--- config.mk ---
export PLATFORM = sky130hd
export DESIGN_NAME = clk_tick_pwm
export DESIGN_NICKNAME = d
export VERILOG_FILES = /design/src/rtl/clk_tick_pkg.sv /design/src/rtl/clk_sync_edge.sv /design/src/rtl/clk_tick_pwm.sv
export SDC_FILE = /design/constraint.sdc
export NUM_CORES = 1
export LEC_CHECK = 0
export BUFFER_PORTS_ARGS = -buffer_cell sky130_fd_sc_hd__buf_2
export CORE_UTILIZATION = 61
export DETAILED_ROUTE_END_ITERATION = 10
export GPL_TIMING_DRIVEN = 0
export PLACE_DENSITY = 0.83
export SLEW_MARGIN = 10
export SYNTH_ARGS = -nofsm -noshare
export SYNTH_HDL_FRONTEND = slang
export SYNTH_HIERARCHICAL = 1
export SYNTH_SLANG_ARGS = --single-unit
--- constraint.sdc ---
create_clock -name clk -period 3.9 [get_ports clk]
set_input_delay 0.195 -clock clk [delete_from_list [all_inputs] [get_ports clk]]
set_output_delay 0.195 -clock clk [all_outputs]
set_load 0.1 [all_outputs]
--- src/rtl/clk_tick_pkg.sv ---
// Shared constants and types for the prescaled-clock tick/PWM blocks.
// Also used by the prescaler top so both agree on duty width.
package clk_tick_pkg;

  localparam int unsigned WIDTH_DEFAULT   = 8;
  localparam int unsigned SYNC_STAGES_MIN = 2;

  typedef logic [WIDTH_DEFAULT-1:0] duty_t;

endpackage

--- src/rtl/clk_sync_edge.sv ---
// Synchronizes a slow asynchronous level into clk and emits a registered
// one-cycle pulse on each rising edge it sees.
module clk_sync_edge
  import clk_tick_pkg::*;
#(
  parameter int unsigned SYNC_STAGES = SYNC_STAGES_MIN
) (
  input  logic clk,
  input  logic rst_n,
  input  logic async_in,
  output logic rise
);

  logic [SYNC_STAGES-1:0] sync_q;
  logic                   prev_q;
  logic                   rise_q;
  logic                   sync_last;

  assign sync_last = sync_q[SYNC_STAGES-1];

  always_ff @(posedge clk or negedge rst_n) begin
    if (!rst_n) begin
      sync_q <= '0;
      prev_q <= 1'b0;
      rise_q <= 1'b0;
    end else begin
      sync_q <= {sync_q[SYNC_STAGES-2:0], async_in};
      prev_q <= sync_last;
      rise_q <= sync_last & ~prev_q;
    end
  end

  assign rise = rise_q;

endmodule

--- src/rtl/clk_tick_pwm.sv ---
// Turns the prescaler's slow square wave into ticks, counts them into a
// free-running period and drives a registered PWM with a shadowed duty.
module clk_tick_pwm
  import clk_tick_pkg::*;
#(
  parameter int unsigned WIDTH       = WIDTH_DEFAULT,
  parameter int unsigned SYNC_STAGES = SYNC_STAGES_MIN
) (
  input  logic             clk,
  input  logic             rst_n,
  input  logic             scaled_clk_in,
  input  logic             enable,
  input  logic [WIDTH-1:0] duty,
  input  logic             duty_valid,
  output logic             duty_ready,
  output logic             tick,
  output logic             period_done,
  output logic             pwm_out
);

  localparam logic [WIDTH-1:0] CntMax = '1;

  logic [WIDTH-1:0] cnt_q, cnt_d;
  logic [WIDTH-1:0] duty_active_q, duty_active_d;
  logic [WIDTH-1:0] duty_pend_q, duty_pend_d;
  logic             pending_q, pending_d;
  logic             period_done_q, period_done_d;
  logic             pwm_q, pwm_d;
  logic             wrap;
  logic             boundary;
  logic             xfer;

  clk_sync_edge #(
    .SYNC_STAGES (SYNC_STAGES)
  ) u_sync_edge (
    .clk      (clk),
    .rst_n    (rst_n),
    .async_in (scaled_clk_in),
    .rise     (tick)
  );

  always_comb begin
    wrap          = tick & (cnt_q == CntMax);
    boundary      = (enable & wrap) | ~enable;
    xfer          = duty_valid & ~pending_q;

    cnt_d         = cnt_q;
    duty_active_d = duty_active_q;
    duty_pend_d   = duty_pend_q;
    pending_d     = pending_q;
    period_done_d = enable & wrap;
    pwm_d         = enable & (cnt_q < duty_active_q);

    if (!enable) begin
      cnt_d = '0;
    end else if (tick) begin
      cnt_d = cnt_q + WIDTH'(1);
    end

    // A value captured on a boundary edge must wait for the next boundary,
    // so apply only what was already pending before this cycle.
    if (boundary && pending_q) begin
      duty_active_d = duty_pend_q;
      pending_d     = 1'b0;
    end else if (xfer) begin
      duty_pend_d = duty;
      pending_d   = 1'b1;
    end
  end

  always_ff @(posedge clk or negedge rst_n) begin
    if (!rst_n) begin
      cnt_q         <= '0;
      duty_active_q <= '0;
      duty_pend_q   <= '0;
      pending_q     <= 1'b0;
      period_done_q <= 1'b0;
      pwm_q         <= 1'b0;
    end else begin
      cnt_q         <= cnt_d;
      duty_active_q <= duty_active_d;
      duty_pend_q   <= duty_pend_d;
      pending_q     <= pending_d;
      period_done_q <= period_done_d;
      pwm_q         <= pwm_d;
    end
  end

  assign duty_ready  = ~pending_q;
  assign period_done = period_done_q;
  assign pwm_out     = pwm_q;

endmodule
=== Word level (Yosys, flattened, before mapping) ===
Index checks and enable logic that the tools add are counted.
Widths: inputs -> output; s select.

* Bits in registers: 31
* Bits in latches: 0
* RAM bits: 0
* Memory bits (read-only): 0
* Output and inout bits: 4
* Word-level logic and storage cells: 30
* Memories: 0

* Add/subtract/negate cells: 1
* Multiply operators: 0
* Div/mod/pow operators: 0
* Magnitude comparators: 1
* Eq/ne operators: 2
* Shift operators: 0
* Mux-type cells: 4
* Bitwise operators: 10
* Reductions and logical operators: 3

{| class="wikitable"
|+ Operators with widths
! operator !! count
|-
| $mux 8 || 2
|-
| $add 8x1->8 const B || 1
|-
| $eq 8x8->1 const B || 1
|-
| $lt 8x8->1 || 1
|-
| $and 1x1->1 || 5
|-
| $not 1->1 || 4
|-
| $mux 1 || 2
|-
| $ne 2x1->1 const B || 1
|-
| $reduce_and 2->1 || 1
|-
| $reduce_bool 2->1 || 1
|-
| $logic_and 1x1->1 || 1
|-
| $or 1x1->1 || 1
|}

=== Depth between registers and ports, before layout ===
Gate-level depths: netlist (run 1).

* Depth after elaboration: 7
* Gate-level depth with buffers: 5
* Depth with buffers taken out: 5

=== Hierarchy ===
The synthesis (run 1) kept the hierarchy.

{| class="wikitable"
|+ By module, submodules not included
! module !! times used !! cells an instance !! area an instance (µm²) !! sequential area each (µm²)
|-
| clk_tick_pwm || 1 || 129 || 1,426.4 || 675.6
|-
| clk_sync_edge || 1 || 5 || 113.9 || 100.1
|}

=== Worst setup path after synthesis (run 1) ===
Ideal clock, no wire load.

* Path kind: reg-to-reg
* Start: reg u_sync_edge.rise_q (netlist: u_sync_edge/rise)
* End: reg pending_q
* Library setup time: 0.118 ns
* Data arrival time: 1.802 ns
* Data required time: 3.782 ns
* Path slack: 1.980 ns
* Stages on the path, launching flop included: 6
* Path buffers: 2
* Cells stage by stage: dfrtp_1 -> buf_6 -> nand4_4 -> o21a_1 -> buf_6 -> a21o_1

* Longest elaborated chain between the ends: 5
* Elaborated cells on any way between the ends: 6
* Those cells by class: mux: 1; bitwise: 3; reduce/logical: 2

{| class="wikitable"
|+ Ends and longest elaborated chain
! item !! RTL line !! RTL
|-
| start: declaration || clk_sync_edge.sv:16 || <nowiki>logic rise_q;</nowiki>
|-
| start signal: assignment || clk_sync_edge.sv:29 || <nowiki>rise_q <= sync_last & ~prev_q;</nowiki>
|-
| $and 1x1->1 (*) || clk_tick_pwm.sv:43 || <nowiki>wrap = tick & (cnt_q == CntMax);</nowiki>
|-
| $and 1x1->1 (*) || clk_tick_pwm.sv:44 || <nowiki>boundary = (enable & wrap) | ~enable;</nowiki>
|-
| $or 1x1->1 (*) || clk_tick_pwm.sv:44 ||
|-
| $logic_and 1x1->1 (*) || clk_tick_pwm.sv:62 || <nowiki>if (boundary && pending_q) begin</nowiki>
|-
| $mux 1 or $reduce_bool 2->1 (tied branches) || - ||
|-
| end signal: assignment || clk_tick_pwm.sv:83 || <nowiki>pending_q <= pending_d;</nowiki>
|-
| end: declaration || clk_tick_pwm.sv:26 || <nowiki>logic pending_q, pending_d;</nowiki>
|}

Every way passes the cells marked *; elsewhere a longest branch is shown, timed or not.
A chain may end at the register's enable or synchronous reset.

=== Worst setup path in the final report (run 1) ===
* Start: reg cnt_q[3]
* End: reg pwm_q (netlist: pwm_out)

* Longest elaborated chain between the ends: 2

{| class="wikitable"
|+ Ends and longest elaborated chain
! item !! RTL line !! RTL
|-
| start: declaration || clk_tick_pwm.sv:23 || <nowiki>logic [WIDTH-1:0] cnt_q, cnt_d;</nowiki>
|-
| start signal: assignment || clk_tick_pwm.sv:80 || <nowiki>cnt_q <= cnt_d;</nowiki>
|-
| $lt 8x8->1 || clk_tick_pwm.sv:52 || <nowiki>pwm_d = enable & (cnt_q < duty_active_q);</nowiki>
|-
| $and 1x1->1 || clk_tick_pwm.sv:52 ||
|-
| named net pwm_d || clk_tick_pwm.sv:28 || <nowiki>logic pwm_q, pwm_d;</nowiki>
|-
| end signal: assignment || clk_tick_pwm.sv:85 || <nowiki>pwm_q <= pwm_d;</nowiki>
|-
| end: declaration || clk_tick_pwm.sv:28 ||
|}

The timed path passes the listed nets, and every way through them passes these cells.

==> results.py, run 1 <==
metrics = {
    "cells_and_area": {
        "final_util_pct": 75.71,
        "area_growth_pct": 12.92,
        "nets": 179,
        "drive_gt1_share_pct": 29.56,
        "antennaDiodeCount": 0,
    },
    "timing": {
        "slew_headroom_pct": 53.97,
        "hold_violations": 0,
        "period_minus_slack_ns": 1.838,
        "worst_pin_slew_ns": 0.6905,
        "fmaxAchievable_mhz": 544.2,
        "drv_slew": 0,
        "fin_tns_setup_ns": 0,
        "clock_skew_ns": 0.007335,
        "post-route-period-util_pct": 47.12,
        "rsz0062_at_grt": "false",
        "finalSetupViolations": 0,
    },
    "logic_synthesis": {
        "synth_edf_count": 0,
        "yosys_register_bits": 31,
        "synth-compound-area-share_pct": 16.25,
        "synthAdderAreaFrac_pct": 6.499,
        "synth_top_family_by_area": "compound AO/OA/AOI/OAI gates",
        "synth.distinct_cells": 30,
        "synth-xor-area-share_pct": 2.275,
        "yosys.area_share.simple_pct": 13.16,
        "synthMuxAreaShare_pct": 6.499,
        "ys_async_sr_fraction_pct": 100.0,
        "synth-seq-area-share_pct": 50.37,
        "synth_cells": 134,
        "syn_nets": 155,
        "ys_warn_count": 6,
        "synth_ff_type": "dfrtp_1",
        "syn_area_per_cell_um2": 11.49,
        "syn-cell-area_um2": 1540,
    },
    "drt": {
        "via_count": 1099,
        "drcViolationCount": 0,
        "drtIter0Drc": 14,
        "ant_nets": 0,
        "vias_per_cell": 5.877,
        "post_drt_wl_per_cell_um": 15.99,
        "drtPass1Iterations": 6,
        "wl_mm": 2.991,
    },
    "cts": {
        "clock_latency_ns": 0.33,
        "path_clk_slew_ns": 0.10,
        "clock_path_buffers": 2,
        "cts_resized": 0,
        "cts_buffers": 5,
        "cts_tree": "built",
        "clkSinkCount": 31,
        "cts_root_buffer": "clkbuf_4",
        "cts_htree_levels": 2,
    },
    "critical_path": {
        "r2r-start": "cnt_q[3]",
        "crit_fanout": 5,
        "crit_path_max_incr_delay_ns": 0.48,
        "crit_path_cell_trace": "ha_1, a211oi_1, o21ai_0, a2111oi_0",
        "crit_family": "compound AO/OA/AOI/OAI gates",
        "critical_path_class": "reg2reg",
        "crit_required_ns": 4.09,
        "cpMaxStageDelayCell": "a2111oi_0",
        "reg2reg_depth": 4,
        "path_buf_inv": 0,
        "crit_arrival_ns": 2.03,
        "crit_path_end_kind": "register",
        "r2r_slack_ns": 2.06,
        "r2r-end": "pwm_out",
        "start_kind": "register",
    },
    "floorplan": {
        "die_area_um2": 2730,
        "ios": 17,
        "core-area_um2": 2297,
        "die_w_um": 52.25,
        "die_h_um": 52.25,
        "start_util_pct": 67.05,
        "rows": 17,
    },
    "grt": {
        "antenna_found_initial": 0,
        "grt_pass1_vias": 1122,
        "grt_usage_pct": 26.08,
        "grt_pass1_wl_mm": 4.919,
        "grt-ovfl-total": 0,
        "grt_max_degree": 32,
    },
    "placed_design": {
        "routabilityCongestion": 0.8756,
        "numPortBuffers": 15,
        "dp_hpwl_mm": 2.123,
    },
    "run_status": {
        "status": "finished, final reports clean",
    },
    "power_and_ir_drop": {
        "max-vdd-ir-drop_mv": 0.3555,
        "p_leak_nw": 0.8398,
        "powerDensity_nw_per_um2": 470.0,
    },
    "worst_hold_path": {
        "hold-path-endpoint": "duty_pend_q[4]",
        "min_path_type": "in2reg",
        "whs_path_depth": 2,
        "hold_start": "duty[4]",
    },
    "run": {
        "max_cap_viol_count": 0,
    },
}
==> sequential cells by signal, summed over array words and instances (netlist names) <==
name,flops
cnt_q,8
pwm_out,1
u_sync_edge/prev_q,1
u_sync_edge/rise,1
u_sync_edge/sync_q,2
pending_q,1
duty_pend_q,8
duty_active_q,8
period_done,1
==> logic make-up after synthesis <==
kind of cell / after synthesis
flip-flops: 31
AO/OA/AOI/OAI: 30
XOR/XNOR: 4
multiplexers: 9
adder cells (fa/ha/maj): 8
buffers and inverters: 15
AND/OR/NAND/NOR: 37
==> cells in the mapped netlist, types with 4 or more instances <==
cell type / count / share of area [%]
buf_2: 4 / 1.3
o21ai_0: 4 / 1.3
a21oi_1: 4 / 1.3
inv_1: 7 / 1.7
dfrtp_1: 31 / 50
nor2_1: 5 / 1.2
ha_1: 8 / 6.5
mux2_2: 8 / 5.8
o211ai_2: 8 / 6.5
o211ai_1: 9 / 4.4
nand2_1: 17 / 4.1
==> layer usage <==
| layer | routed length, um | vias up | share of wire, % | track usage [%] |
|---|---|---|---|---|
| met3 | 94 | 7 | 3.1 | 5.507 |
| met5 | 0 | - | 0 | 0 |
| met2 | 1517 | 25 | 51 | 45.09 |
| met4 | 65 | 0 | 2.2 | 13.16 |
| met1 | 1314 | 534 | 44 | 30.38 |
| li1 | - | 533 | - | - |
==> cell type report <==
cell class,count,area (um2)
inverter,9,33.78
clock buffer,8,68.82
sequential,31,775.7
tap,28,35.03
multi-input combinational,88,688.2
buffer,6,42.54
fill,153,558.0
timing repair buffer,17,95.09
==> cells in the final DEF, fill, tap and decap left out, drive strengths merged, types with 2 or more instances in the layout <==
cell type	synthesis	routed
mux2	8	8
nand2	17	17
clkinv	2	2
clkbuf	0	8
buf	6	21
nor2b	3	3
dlygate4sd3	0	2
or3	3	3
dfrtp	31	31
nor2	5	5
o211ai	17	17
a21oi	4	4
o21ai	4	4
xor2	3	3
nand4	5	5
ha	8	8
nand3	2	2
inv	7	7
==> power by group <==
group / switching (mW) / internal, mW / total (mW) / leakage [nW]
sequential: 0.0379 / 0.374 / 0.412 / 0.380
combinational: 0.108 / 0.0828 / 0.190 / 0.421
clock: 0.109 / 0.106 / 0.215 / 0.0386
total: 0.254 / 0.563 / 0.817 / 0.840
==> repair_timing <==
item	4_1_cts	5_1_grt
hold buffers	2	0
hold endpoints to repair	32	0
setup endpoints to repair	0	0
setup buffers	0	0
==> worst max-delay path by stage <==
stage / from / end / slack, ns / cells past startpoint
6_report: cnt_q[3] / pwm_out / 2.06 / 4
4_1_cts: cnt_q[3] / pwm_out / 2.09 / 4
5_1_grt: cnt_q[3] / pwm_out / 1.98 / 4
3_5_place_dp: cnt_q[3] / pwm_out / 2.14 / 4
3_3_place_gp: cnt_q[3] / pwm_out / 2.21 / 4
2_1_floorplan: u_sync_edge/rise / pending_q / 1.98 / 5
==> worst reg2reg max path, cell delays in order, from the launching register on <==
cell and delay, ns:
dfrtp_1 0.47, ha_1 0.35, a211oi_1 0.25, o21ai_0 0.15
a2111oi_0 0.48
==> through the flow <==
step	total power, mW	worst slack, ns	hold WS (ns)	area, um2	cells
2_1_floorplan	0.5550	1.980	-0.1006	1540	134
3_3_place_gp	0.5905	2.213	0.2610	1650	177
3_5_place_dp	0.6061	2.139	0.2685	1650	177
4_1_cts	0.8225	2.095	0.08170	1739	187
5_1_grt	0.8615	1.982	0.08441	1739	187
6_report	0.8174	2.062	0.09163	1739	187
Note: power is estimated with default switching activity, not from simulation.
==> inputs of run 2 (changes only) <==
--- a/config.mk
+++ b/config.mk
@@ -6,10 +6,10 @@
 export NUM_CORES = 1
 export LEC_CHECK = 0
 export BUFFER_PORTS_ARGS = -buffer_cell sky130_fd_sc_hd__buf_2
-export CORE_UTILIZATION = 61
+export CORE_UTILIZATION = 57
 export DETAILED_ROUTE_END_ITERATION = 10
 export GPL_TIMING_DRIVEN = 0
-export PLACE_DENSITY = 0.83
+export PLACE_DENSITY = 0.78
 export SLEW_MARGIN = 10
 export SYNTH_ARGS = -nofsm -noshare
 export SYNTH_HDL_FRONTEND = slang
==> constraint.sdc (replaced) <==
create_clock -name clk -period 1.7 [get_ports clk]
set_input_delay 0.085 -clock clk [delete_from_list [all_inputs] [get_ports clk]]
set_output_delay 0.085 -clock clk [all_outputs]
set_load 0.1 [all_outputs]
==> results.py, run 2 (synthesis gave the netlist of run 1 again) <==
metrics = {
    "grt": {
        "grt-ovfl-total": 0,
        "grt_usage_pct": 24.06,
        "grt_max_degree": 32,
        "grt_pass1_wl_mm": 4.767,
        "grt_pass1_vias": 1057,
        "antenna_found_initial": 0,
    },
    "cts": {
        "cts_setup_buffers": 0,
        "cts_buffers": 5,
        "cts_tree": "built",
        "clock_path_buffers": 2,
        "path_clk_slew_ns": 0.09,
        "clkSinkCount": 31,
        "clock_latency_ns": 0.33,
        "cts_root_buffer": "clkbuf_4",
        "cts_htree_levels": 2,
    },
    "placed_design": {
        "dp_hpwl_mm": 1.968,
        "placed_area_um2": 1655,
        "routabilityCongestion": 0.7845,
        "numPortBuffers": 15,
    },
    "critical_path": {
        "start_kind": "register",
        "reg2reg_depth": 4,
        "crit_arrival_ns": 1.85,
        "r2r-end": "pwm_out",
        "r2r_slack_ns": 0.07,
        "crit_path_end_kind": "register",
        "critical_path_class": "reg2reg",
        "crit_required_ns": 1.92,
        "crit_fanout": 5,
        "r2r-start": "cnt_q[3]",
    },
    "cells_and_area": {
        "layout_common_cells": "dfrtp_1 (29), buf_2 (19), nand2_1 (17)",
        "final_common_cell": "dfrtp_1",
        "drive_gt1_share_pct": 30.54,
        "top_regs": "cnt_q: 8 flops, duty_active_q: 8 flops, duty_pend_q: 8 flops",
        "area_growth_pct": 18.93,
        "nets": 187,
        "fillCellCount": 193,
        "antennaDiodeCount": 0,
        "final_area_um2": 1832,
    },
    "run_status": {
        "status": "finished, final reports clean",
    },
    "drt": {
        "post_drt_wl_per_cell_um": 14.92,
        "drtIter0Drc": 22,
        "drtPass1Iterations": 4,
        "drcViolationCount": 0,
        "ant_nets": 0,
        "via_count": 1106,
        "vias_per_cell": 5.614,
        "wl_mm": 2.940,
    },
    "power_and_ir_drop": {
        "p_switching_mw": 0.5748,
        "powerDensity_nw_per_um2": 1026,
        "p_leak_nw": 0.8733,
        "swShare_pct": 30.59,
        "power_mw": 1.879,
        "pwr-share-seq_pct": 50.4,
        "pwr-share-comb_pct": 24.0,
        "max-vdd-ir-drop_mv": 1.119,
        "intPower_mw": 1.304,
        "clock_power_share_pct": 25.7,
    },
    "worst_hold_path": {
        "hold_start": "enable",
        "whs_path_depth": 3,
        "min_path_type": "in2reg",
        "hold-path-endpoint": "duty_active_q[2]",
    },
    "floorplan": {
        "rows": 18,
        "die_h_um": 53.98,
        "core-area_um2": 2522,
        "die_area_um2": 2914,
        "die_w_um": 53.98,
        "ios": 17,
        "start_util_pct": 61.06,
    },
    "timing": {
        "rsz0062_at_grt": "false",
        "fmaxAchievable_mhz": 613.5,
        "period_minus_slack_ns": 1.630,
        "drv_slew": 0,
        "post-route-period-util_pct": 95.88,
        "slew_headroom_pct": 54.86,
        "clock_skew_ns": 0.006703,
        "hold_violations": 0,
        "worst_pin_slew_ns": 0.6771,
        "whs_ns": 0.1678,
        "finalSetupViolations": 0,
    },
    "run": {
        "max_cap_viol_count": 0,
    },
}
## run 2: changes by cell type in the layout (fill, tap and decap cells not counted), sizes merged
cell / previous run / this run
dlygate4sd3: 2 / 10
## run 2: cell type report
class / instances / area (um2) / share of cell area, %
plain buffers: 6 / 42.54 / 2.322
clock buffers: 8 / 68.82 / 3.757
inverters: 9 / 35.03 / 1.913
multi-input cells: 88 / 694.4 / 37.91
flip-flops and latches: 31 / 778.2 / 42.49
well taps: 30 / 37.54 / 2.049
repair buffers: 25 / 175.2 / 9.563
## run 2: worst max-delay path, stage by stage (launching register included)
cell	delay, ns
dfrtp_2	0.46
ha_1	0.32
a211oi_1	0.24
o21ai_1	0.14
a2111oi_2	0.36
## run 2: per-stage QoR
stage	std cells	util, %	setup TNS, ns	setup slack (ns)
2_1_floorplan	134	-	0	0.05736
3_3_place_gp	179	65.63	0	0.06912
3_5_place_dp	179	65.63	-0.009166	-0.009166
4_1_cts	197	72.42	0	0.01030
5_1_grt	197	72.62	0	0.02894
6_report	197	72.62	0	0.07003
## run 2: worst max-delay path by stage
stage                           startpoint  slack (ns)        end  cells past startpoint
final                             cnt_q[3]        0.07    pwm_out                      4
after detailed placement          cnt_q[3]      -0.009    pwm_out                      4
after global placement            cnt_q[3]        0.07    pwm_out                      4
after global routing              cnt_q[0]        0.03  pending_q                      5
after floorplan           u_sync_edge/rise        0.06  pending_q                      5
after CTS                         cnt_q[3]        0.01    pwm_out                      4
## run 2: what timing repair did
| action | in CTS | in global routing |
|---|---|---|
| endpoints found under the hold margin | 40 | 0 |
| resized for setup | 2 | 2 |
| hold buffers | 10 | 0 |
| endpoints found under the setup margin | 1 | 1 |
## run 2: power groups by stage
stage | sequential, mW | clock (mW) | combinational [mW]
final | 0.946 | 0.482 | 0.450
after global routing | 0.964 | 0.525 | 0.501
after CTS | 0.945 | 0.498 | 0.451
after detailed placement | 0.960 | 0 | 0.431
after global placement | 0.953 | 0 | 0.406
after floorplan | 0.952 | 0 | 0.322
## run 2: metal layers
layer	wire [um]	global-route usage, %	part of all wire (%)
met1	1371	31.42	47
met2	1455	36.42	49
met3	86	8.475	2.9
met4	26	9.402	0.88
met5	0	0	0
==> inputs of run 3 (changes only) <==
--- a/config.mk
+++ b/config.mk
@@ -8,7 +8,6 @@
 export BUFFER_PORTS_ARGS = -buffer_cell sky130_fd_sc_hd__buf_2
 export CORE_UTILIZATION = 57
 export DETAILED_ROUTE_END_ITERATION = 10
-export GPL_TIMING_DRIVEN = 0
 export PLACE_DENSITY = 0.78
 export SLEW_MARGIN = 10
 export SYNTH_ARGS = -nofsm -noshare
==> results.py, run 3 (synthesis gave the netlist of run 1 again) <==
metrics = {
    "critical_path": {
        "crit_fanout": 11,
        "r2r_slack_ns": 0.15,
        "crit_path_max_incr_delay_ns": 0.52,
        "r2r-end": "pending_q",
        "crit_arrival_ns": 1.48,
        "path_buf_inv": 2,
        "crit_path_end_kind": "output port",
        "critical_path_class": "reg2out",
        "reg2reg_depth": 3,
        "cpMaxStageDelayCell": "dfrtp_1",
        "crit_family": "buffers and inverters",
        "crit_required_ns": 1.62,
        "r2r-start": "cnt_q[2]",
        "start_kind": "register",
        "crit_path_cell_trace": "clkinv_2, buf_2",
    },
    "drt": {
        "wl_mm": 3.013,
        "via_count": 1132,
        "ant_nets": 0,
        "drcViolationCount": 0,
        "post_drt_wl_per_cell_um": 15.22,
        "vias_per_cell": 5.717,
        "drtPass1Iterations": 4,
        "drtIter0Drc": 13,
    },
    "placed_design": {
        "numPortBuffers": 16,
        "pre_cts_ws_ns": 0.07399,
        "routabilityCongestion": 0.8430,
        "dpl.cell_count": 180,
        "dp_hpwl_mm": 2.024,
    },
    "power_and_ir_drop": {
        "max-vdd-ir-drop_mv": 1.011,
        "powerDensity_nw_per_um2": 1027,
        "p_leak_nw": 0.8798,
    },
    "timing": {
        "hold_violations": 0,
        "worst_slack_ns": 0.1332,
        "clock_skew_ns": 0.01630,
        "drv_slew": 0,
        "worst_pin_slew_ns": 0.6750,
        "rsz0062_at_grt": "false",
        "period_minus_slack_ns": 1.567,
        "finalSetupViolations": 0,
        "post-route-period-util_pct": 92.16,
        "fmaxAchievable_mhz": 638.3,
        "slew_headroom_pct": 55.00,
        "fin_tns_setup_ns": 0,
    },
    "cells_and_area": {
        "layout_common_cells": "dfrtp_1 (30), nand2_1 (17), buf_2 (16)",
        "stdcell_count": 198,
        "area_growth_pct": 19.01,
        "drive_gt1_share_pct": 29.76,
        "antennaDiodeCount": 0,
        "nets": 188,
        "top_regs": "cnt_q: 8 flops, duty_active_q: 8 flops, duty_pend_q: 8 flops",
        "final_common_cell": "dfrtp_1",
    },
    "worst_hold_path": {
        "hold-path-endpoint": "duty_active_q[7]",
        "whs_path_depth": 3,
        "min_path_type": "in2reg",
        "hold_start": "enable",
    },
    "grt": {
        "grt_pass1_wl_mm": 5.181,
        "grt-ovfl-total": 0,
        "antenna_found_initial": 0,
        "grt_usage_pct": 26.27,
        "grt_max_degree": 32,
        "grt_pass1_vias": 1193,
    },
    "cts": {
        "cts_tree": "built",
        "cts_buffers": 5,
        "clock_latency_ns": 0.34,
        "clkSinkCount": 31,
        "path_clk_slew_ns": 0.09,
        "clock_path_buffers": 2,
        "cts_root_buffer": "clkbuf_4",
        "cts_htree_levels": 2,
    },
    "floorplan": {
        "ios": 17,
        "core-area_um2": 2522,
        "rows": 18,
        "die_h_um": 53.98,
        "die_w_um": 53.98,
        "start_util_pct": 61.06,
        "die_area_um2": 2914,
    },
    "run": {
        "max_cap_viol_count": 0,
    },
    "run_status": {
        "status": "finished, final reports clean",
    },
}
[run 3: per-layer routing]
layer  GRT usage (%)  up-vias  share of wire [%]
met5               0        -                  0
met4           9.402        0                1.0
met3           10.17        4                2.5
met2           43.42       18                 52
met1           30.92      561                 45
li1                -      549                  -
[run 3: repair_timing]
action	in CTS	in global routing
gates resized for setup	0	1
hold buffers	9	1
buffers inserted	0	0
hold endpoints to repair	39	1
endpoints found under the setup margin	0	1
[run 3: power breakdown]
part	leakage [nW]	switching, mW	internal, mW
clock	0.0386	0.247	0.243
combinational	0.462	0.236	0.201
sequential	0.379	0.0977	0.858
[run 3: how the worst max path moves through the flow]
stage,from,to,slack [ns],depth (start not counted)
6_report,pending_q,duty_ready,0.13,2
5_1_grt,pending_q,duty_ready,0.01,2
4_1_cts,cnt_q[1],pwm_out,0.06,4
3_5_place_dp,duty_active_q[3],pwm_out,0.07,5
3_3_place_gp,duty_active_q[3],pwm_out,0.20,5
2_1_floorplan,u_sync_edge/rise,pending_q,0.06,5
[run 3: cell type report]
type,instances,area (um2)
clock buffer,8,68.82
timing repair buffer,32,225.2
multi-input combinational,88,689.4
tap,30,37.54
inverter,9,35.03
sequential,31,777.0
fill,177,689.4
[run 3: tightest hold or removal path, stage by stage]
cell and delay (ns):
buf_2 0.16, o211ai_1 0.11, o211ai_2 0.09
[run 3: through the flow]
| stage | hold WS [ns] | utilization, % | power [mW] | cell area, um2 |
|---|---|---|---|---|
| 2_1_floorplan | -0.2106 | - | 1.274 | 1543 |
| 3_3_place_gp | 0.1537 | 65.92 | 1.366 | 1663 |
| 3_5_place_dp | 0.1596 | 65.92 | 1.391 | 1663 |
| 4_1_cts | 0.002281 | 72.22 | 1.895 | 1822 |
| 5_1_grt | 0.1515 | 72.67 | 2.010 | 1833 |
| 6_report | 0.1607 | 72.67 | 1.883 | 1833 |
